--- config.mk ---
export PLATFORM = sky130hd
export DESIGN_NAME = arrival_light_bank
export DESIGN_NICKNAME = d
export VERILOG_FILES = /design/src/rtl/arrival_pkg.sv /design/src/rtl/arrival_channel.sv /design/src/rtl/arrival_light_bank.sv
export SDC_FILE = /design/constraint.sdc
export NUM_CORES = 1
export LEC_CHECK = 0
export ABC_CLOCK_PERIOD_IN_PS = 4250
export CORE_ASPECT_RATIO = 1.75
export CORE_UTILIZATION = 35
export DETAILED_ROUTE_END_ITERATION = 10
export SLEW_MARGIN = 40
export SYNTH_ARGS = -nofsm -noshare
export SYNTH_HDL_FRONTEND = slang
export SYNTH_SLANG_ARGS = --single-unit
--- constraint.sdc ---
create_clock -name clk -period 4.25 [get_ports clk]
set_clock_uncertainty 0.15 [all_clocks]
set_input_delay 0.425 -clock clk [delete_from_list [all_inputs] [get_ports clk]]
set_output_delay 0.425 -clock clk [all_outputs]
set_load 0.05 [all_outputs]
--- src/rtl/arrival_pkg.sv ---
// Shared state encoding and default parameters for the arrival light bank.
// Optional blink of the light while counting is enabled by defining ARRIVAL_BLINK_EN.
package arrival_pkg;

   typedef enum logic [1:0] {
      IDLE    = 2'd0,
      COUNT   = 2'd1,
      ARRIVED = 2'd2
   } arr_state_t;

   localparam int DEFAULT_N_CH        = 4;
   localparam int DEFAULT_HOLD_CYCLES = 32;
   localparam int DEFAULT_BLINK_DIV   = 4;

endpackage

--- src/rtl/arrival_channel.sv ---
// One arrival channel: switch hold-time qualifier, arrival light/strobe and sticky pending flag.
// Defining ARRIVAL_BLINK_EN makes the light blink with a BLINK_DIV half-period while counting.
module arrival_channel
   import arrival_pkg::*;
#(
   parameter int HOLD_CYCLES = DEFAULT_HOLD_CYCLES,
   parameter int BLINK_DIV   = DEFAULT_BLINK_DIV
) (
   input  logic clk,
   input  logic reset,
   input  logic arr_sw,
   input  logic ack,
   output logic arr_li,
   output logic arr_pulse,
   output logic arr_pend,
   output logic counting
);

   localparam int CW = $clog2(HOLD_CYCLES + 1);
   localparam logic [CW-1:0] HOLD_LOAD = CW'(HOLD_CYCLES - 1);

   if (HOLD_CYCLES < 1 || HOLD_CYCLES > 65535) begin : g_bad_hold
      $error("arrival_channel: HOLD_CYCLES out of range");
   end
   if (BLINK_DIV < 1) begin : g_bad_blink
      $error("arrival_channel: BLINK_DIV must be at least 1");
   end

   arr_state_t    state;
   logic [CW-1:0] count;
   logic          arrive;

`ifdef ARRIVAL_BLINK_EN
   localparam int BW = (BLINK_DIV > 1) ? $clog2(BLINK_DIV) : 1;
   localparam logic [BW-1:0] BLINK_LOAD = BW'(BLINK_DIV - 1);
   logic [BW-1:0] blink_cnt;
`endif

   // The qualifying edge: switch still high and the hold has fully elapsed.
   assign arrive = (state == COUNT) && arr_sw && (count == '0);

   // Channel FSM; every output is registered alongside the state.
   always_ff @(posedge clk) begin
      if (reset) begin
         state     <= IDLE;
         count     <= '0;
         arr_li    <= 1'b0;
         arr_pulse <= 1'b0;
         arr_pend  <= 1'b0;
         counting  <= 1'b0;
`ifdef ARRIVAL_BLINK_EN
         blink_cnt <= '0;
`endif
      end else begin
         arr_pulse <= 1'b0;
         arr_pend  <= arrive | (arr_pend & ~ack);
         case (state)
            IDLE: begin
               arr_li <= 1'b0;
               if (arr_sw) begin
                  state    <= COUNT;
                  count    <= HOLD_LOAD;
                  counting <= 1'b1;
`ifdef ARRIVAL_BLINK_EN
                  blink_cnt <= BLINK_LOAD;
`endif
               end else begin
                  counting <= 1'b0;
               end
            end
            COUNT: begin
               if (!arr_sw) begin
                  state    <= IDLE;
                  counting <= 1'b0;
                  arr_li   <= 1'b0;
               end else if (count != '0) begin
                  count <= count - 1'b1;
`ifdef ARRIVAL_BLINK_EN
                  if (blink_cnt == '0) begin
                     arr_li    <= ~arr_li;
                     blink_cnt <= BLINK_LOAD;
                  end else begin
                     blink_cnt <= blink_cnt - 1'b1;
                  end
`else
                  arr_li <= 1'b0;
`endif
               end else begin
                  state     <= ARRIVED;
                  counting  <= 1'b0;
                  arr_li    <= 1'b1;
                  arr_pulse <= 1'b1;
               end
            end
            ARRIVED: begin
               counting <= 1'b0;
               if (!arr_sw) begin
                  state  <= IDLE;
                  arr_li <= 1'b0;
               end else begin
                  arr_li <= 1'b1;
               end
            end
            default: begin
               state    <= IDLE;
               arr_li   <= 1'b0;
               counting <= 1'b0;
            end
         endcase
      end
   end

endmodule

--- src/rtl/arrival_light_bank.sv ---
// Bank of N_CH independent arrival channels with a lowest-index pending encoder.
// Define ARRIVAL_BLINK_EN to enable blinking of each light during its hold count.
module arrival_light_bank
   import arrival_pkg::*;
#(
   parameter int N_CH        = DEFAULT_N_CH,
   parameter int HOLD_CYCLES = DEFAULT_HOLD_CYCLES,
   parameter int BLINK_DIV   = DEFAULT_BLINK_DIV,
   localparam int FW         = (N_CH > 1) ? $clog2(N_CH) : 1
) (
   input  logic            clk,
   input  logic            reset,
   input  logic [N_CH-1:0] arr_sw,
   input  logic [N_CH-1:0] ack,
   output logic [N_CH-1:0] arr_li,
   output logic [N_CH-1:0] arr_pulse,
   output logic [N_CH-1:0] arr_pend,
   output logic [N_CH-1:0] counting,
   output logic            any_arr,
   output logic [FW-1:0]   first_ch
);

   if (N_CH < 1 || N_CH > 16) begin : g_bad_nch
      $error("arrival_light_bank: N_CH out of range");
   end

   for (genvar g = 0; g < N_CH; g++) begin : g_ch
      arrival_channel #(
         .HOLD_CYCLES(HOLD_CYCLES),
         .BLINK_DIV  (BLINK_DIV)
      ) u_ch (
         .clk      (clk),
         .reset    (reset),
         .arr_sw   (arr_sw[g]),
         .ack      (ack[g]),
         .arr_li   (arr_li[g]),
         .arr_pulse(arr_pulse[g]),
         .arr_pend (arr_pend[g]),
         .counting (counting[g])
      );
   end

   assign any_arr = |arr_pend;

   // Scan from the top down so the lowest pending index wins.
   always_comb begin
      first_ch = '0;
      for (int i = N_CH - 1; i >= 0; i--) begin
         if (arr_pend[i]) first_ch = FW'(i);
      end
   end

endmodule

==> results.yml, run 1 <==
outcome:
  outcome: "complete, no violations"
setup_path:
  rr_startpoint: "g_ch[2].u_ch.count[0]"
  cp.required_ns: 3.67
  critical_path_arrival_ns: 1.80
  worstPathMaxFanout: 4
  startpoint: "g_ch[2].u_ch.arr_pend"
  startpoint_type: "flop"
  setup.worst_path.end_class: "output port"
  crit_type: "flop to output port"
logic_synthesis:
  yosysTopAreaCell: "dfxtp_1"
  ys.warnings.count: 0
  yosysSeqAreaShare_pct: 36.33
  synthesis.area_mm2: 0.002645
  synth-main-ff-cell: "dfxtp_1"
  synth-edff-count: 0
  synth_top_area_share_pct: 36.33
  synth_fp_nets: 343
  synth_seq_cells: 48
  synth_cell_types: 49
  postSynthAreaPerCell_um2: 8.344
  synthArstFlopShare_pct: 0
  synth_cells: 317
  synth_area_leaders: "dfxtp_1 (36%), ha_1 (7.6%), buf_4 (4.8%)"
timing:
  drv_slew: 0
  relSlewSlack_pct: 61.99
  hold_viol: 0
  setup_viol: 0
  fin_crit_ns: 2.372
  fmaxAchievable_mhz: 421.6
  rsz0062_at_grt: "false"
  worst_pin_slew_ns: 0.5701
  finalSetupTns_ns: 0
  min_period_over_period_pct: 55.80
cells_and_area:
  layout_common_cells: "dfxtp_1 (48), clkdlybuf4s50_1 (28), nand2_1 (26)"
  layout-drive-gt1-share_pct: 6.687
  mostFrequentLayoutCell: "dfxtp_1"
  antennaDiodeCount: 0
  nets: 354
  syn2layout_area_growth_pct: 14.57
  final_util_pct: 41.60
drt:
  drcViolationCount: 0
  vias_per_cell: 5.306
  final_antenna_net_count: 0
  drt_pass1_iterations: 5
  wl_per_cell_um: 13.73
  drtIter0Drc: 131
  via_count: 2202
  wl_um: 5699
pwr:
  p_total_mw: 1.564
  peakVddDrop_mv: 0.2042
  leakage_nw: 1.158
  power.density_mw_per_mm2: 516.1
placement:
  gp_congestion: 0.7935
  hpwl_um: 4221
  io_buffers: 28
clock_network:
  cts-htree-levels: 2
  clk_pin_slew_ns: 0.07
  cts_root_buffer: "clkbuf_16"
  hold_buffers: 0
  clkLatencyLatePin_ns: 0.29
  numCtsBuffers: 5
  clk_path_buf_depth: 2
  postCtsResizedCells: 0
  cts.sinks: 48
  cts_tree: "built"
  postCtsSetupRepairBufs: 0
min_path:
  hold_path_class: "flop to flop"
  holdCritStartpoint: "g_ch[0].u_ch.counting"
global_routing:
  grt_max_degree: 16
  grt_antenna_before_repair: 0
  overflow: 0
  first_global_vias: 2158
  track_usage_pct: 15.61
  grt_pass1_wl_um: 9384
die:
  die_area_mm2: 0.007923
  die_h_um: 117
  initial_utilization_pct: 36.31
  coreArea_mm2: 0.007284
  io_pins: 29
  rows: 41
  fp.dieW_um: 67.72
flow_run:
  max_cap_viol_count: 0
## kinds of logic after synthesis
| family | share of synthesized area [%] |
|---|---|
| and+or+nand+nor | 24.60 |
| muxes | 2.271 |
| buffers and inverters | 9.460 |
| AOI/OAI and AO/OA | 19.11 |
| DFF | 36.33 |
| adders and majority gates | 7.569 |
| xor gates and xnor gates | 0.6624 |
## worst paths after layout
kind         depth (start not counted)  slack, ns                     to
max                                  3       1.88            first_ch[1]
min                                  2       0.30  g_ch[0].u_ch.counting
max reg2reg                          6       2.36  g_ch[2].u_ch.state[0]
min reg2reg                          2       0.30  g_ch[0].u_ch.counting
## metrics by stage
stage	std cells	hold slack (ns)	cell area, um^2	setup slack [ns]
3_5_place_dp	407	0.2964	2880	1.999
5_1_grt	415	0.3198	3030	1.806
4_1_cts	415	0.3050	3030	1.867
6_report	415	0.2983	3030	1.878
3_3_place_gp	407	0.2948	2880	2.004
2_1_floorplan	317	0.2822	2645	2.224
## cell usage after synthesis (4+ instances only)
| cell | number |
|---|---|
| o31ai_1 | 4 |
| a211oi_1 | 8 |
| o21ai_0 | 16 |
| buf_2 | 4 |
| buf_4 | 17 |
| a21o_1 | 5 |
| nor2_1 | 22 |
| ha_1 | 16 |
| dfxtp_1 | 48 |
| or3_1 | 9 |
| o21a_1 | 4 |
| nor3_1 | 12 |
| nand2_1 | 26 |
| nand3b_1 | 4 |
| inv_1 | 22 |
| a21oi_1 | 25 |
| a31oi_1 | 8 |
| nand3_1 | 13 |
| mux2i_1 | 6 |
## sequential cells by signal, summed over array words and instances (netlist names)
name,cells
g_ch.u_ch.counting,4
g_ch.u_ch.state,8
g_ch.u_ch.arr_pend,4
g_ch.u_ch.count,24
g_ch.u_ch.arr_li,4
g_ch.u_ch.arr_pulse,4
## layout make-up
class	count	area [um^2]
Clock buffer	7	142.6
Clock inverter	1	7.507
Fill cell	754	4254
Inverter	22	82.58
Multi-Input combinational cell	221	1434
Sequential cell	48	960.9
Tap cell	86	107.6
Timing Repair Buffer	30	295.3
## power by group
group / switching, mW / total, mW / internal [mW]
Clock: 0.171 / 0.406 / 0.235
Combinational: 0.333 / 0.557 / 0.224
Sequential: 0.0751 / 0.601 / 0.526
## worst max-delay path, stage by stage (launching register included)
cell and delay, ns:
dfxtp_1 0.43, nor2_1 0.11, nor3_1 0.14, clkdlybuf4s50_1 0.83
## per-layer routing
layer  GRT usage (%)  up-vias  part of all wire (%)
met1           16.39     1009                    42
met4           9.504        0                   3.2
met3           2.810       17                   3.6
met5               0        -                     0
met2           27.79       51                    51
li1                -     1125                     -
Power figures use the tool's default switching activity.
==> inputs of run 2 (changes only) <==
--- a/config.mk
+++ b/config.mk
@@ -5,7 +5,7 @@
 export SDC_FILE = /design/constraint.sdc
 export NUM_CORES = 1
 export LEC_CHECK = 0
-export ABC_CLOCK_PERIOD_IN_PS = 4250
+export ABC_CLOCK_PERIOD_IN_PS = 2100
 export CORE_ASPECT_RATIO = 1.75
 export CORE_UTILIZATION = 35
 export DETAILED_ROUTE_END_ITERATION = 10
==> constraint.sdc (replaced) <==
create_clock -name clk -period 2.1 [get_ports clk]
set_clock_uncertainty 0.15 [all_clocks]
set_input_delay 0.21 -clock clk [delete_from_list [all_inputs] [get_ports clk]]
set_output_delay 0.21 -clock clk [all_outputs]
set_load 0.05 [all_outputs]
==> results.yml, run 2 (same netlist as run 1, synthesis figures left out) <==
drt:
  vias_per_cell: 5.267
  drcViolationCount: 0
  final_antenna_net_count: 0
  drt_pass1_iterations: 4
  wl_um: 5689
  drtIter0Drc: 116
  wl_per_cell_um: 13.45
  via_count: 2228
outcome:
  outcome: "complete, no violations"
clock_network:
  numCtsBuffers: 5
  cts_root_buffer: "clkbuf_16"
  cts_tree: "built"
  postCtsSetupRepairBufs: 0
  cts-htree-levels: 2
  cts.sinks: 48
  clk_pin_slew_ns: 0.07
  hold_buffers: 0
  clk_path_buf_depth: 2
  clkLatencyLatePin_ns: 0.29
  postCtsResizedCells: 0
cells_and_area:
  layout_common_cells: "dfxtp_1 (48), nand2_1 (26), clkdlybuf4s50_1 (26)"
  multiInputGateArea_mm2: 0.001434
  syn2layout_area_growth_pct: 18.78
  layout-drive-gt1-share_pct: 9.792
  regArea_um2: 960.9
  largest_register_ffs: 24
  mostFrequentLayoutCell: "dfxtp_1"
  regMostFlops: "g_ch.u_ch.count"
  antennaDiodeCount: 0
  fin_cells: 423
  n_fill_cell: 740
  top_regs: "g_ch.u_ch.count x24, g_ch.u_ch.state x8"
  nets: 362
placement:
  gp_congestion: 0.8444
  hpwl_um: 4224
  io_buffers: 28
  dp_cells: 415
timing:
  fin_crit_ns: 2.012
  finalSetupTns_ns: 0
  whs_ns: 0.3012
  min_period_over_period_pct: 95.82
  worst_pin_slew_ns: 0.5239
  drv_slew: 0
  rsz0062_at_grt: "false"
  relSlewSlack_pct: 64.96
  fmaxAchievable_mhz: 497.0
  hold_viol: 0
  setup_viol: 0
setup_path:
  critical_path_arrival_ns: 1.65
  cp.required_ns: 1.74
  startpoint_type: "flop"
  reg2reg_depth: 6
  critical_path.top_delay_family: "buffers and inverters"
  crit_type: "flop to output port"
  path_cells: "nor2_1 > nand2_1 > clkdlybuf4s50_1"
  setup.worst_path.end_class: "output port"
  worst_path_largest_cell_delay_ns: 0.79
  critPathSlowestCell: "clkdlybuf4s50_1"
  crit_buf_inv: 1
  cp_num_cells: 3
  worstPathMaxFanout: 4
pwr:
  power.density_mw_per_mm2: 1088
  p_total_mw: 3.417
  peakVddDrop_mv: 0.3863
  leakage_nw: 1.231
global_routing:
  first_global_vias: 2131
  grtUsageMet1_pct: 18.88
  use_met2_pct: 28.38
  grt_max_degree: 26
  use_met3_pct: 3.391
  grt_antenna_before_repair: 0
  top_usage_layer: "met2"
  track_usage_pct: 16.51
  grt_pass1_wl_um: 9832
  overflow: 0
die:
  die_h_um: 117
  coreArea_mm2: 0.007284
  die_area_mm2: 0.007923
  fp.dieW_um: 67.72
  rows: 41
  initial_utilization_pct: 36.31
  io_pins: 29
min_path:
  whs_path_depth: 2
  hold_path_class: "flop to flop"
flow_run:
  max_cap_viol_count: 0
[run 2: tightest hold or removal path, cell delays in order, from the launching register on]
cell and delay (ns):
dfxtp_1 0.31, nand2_1 0.05, a21oi_1 0.05
[run 2: per-stage QoR]
stage                     area (um^2)  setup WS, ns  util [%]
final                            3142       0.08783     43.13
after global routing             3142       0.02044     43.13
after CTS                        3142       0.06271     43.13
after detailed placement         2948        0.2324     40.47
after global placement           2948        0.2412     40.47
after floorplan                  2645        0.2886         -
[run 2: final timing paths]
kind              slack, ns             startpoint               endpoint
hold / removal         0.30  g_ch[0].u_ch.counting  g_ch[0].u_ch.counting
setup / recovery       0.09  g_ch[2].u_ch.arr_pend                any_arr
setup reg to reg       0.26  g_ch[2].u_ch.state[1]  g_ch[2].u_ch.count[3]
hold reg to reg        0.30  g_ch[0].u_ch.counting  g_ch[0].u_ch.counting
[run 2: power breakdown]
part           leakage [nW]  total (mW)  switching (mW)  internal [mW]
clock network        0.0944        1.06           0.372          0.687
registers             0.395        1.21           0.145           1.06
logic                 0.742        1.15           0.676          0.473
total                  1.23        3.42            1.19           2.22
[run 2: final cells by class]
class	instances	area share [%]
Clock buffer	5	3.982
Clock inverter	3	2.190
Inverter	22	2.628
Multi-Input combinational cell	221	45.64
Sequential cell	48	30.59
Tap cell	86	3.425
Timing Repair Buffer	38	11.55
[run 2: routing by layer]
layer	up-vias	wire length (um)
met5	-	0
met3	9	261
met2	49	2858
met4	0	142
met1	1027	2426
li1	1143	-
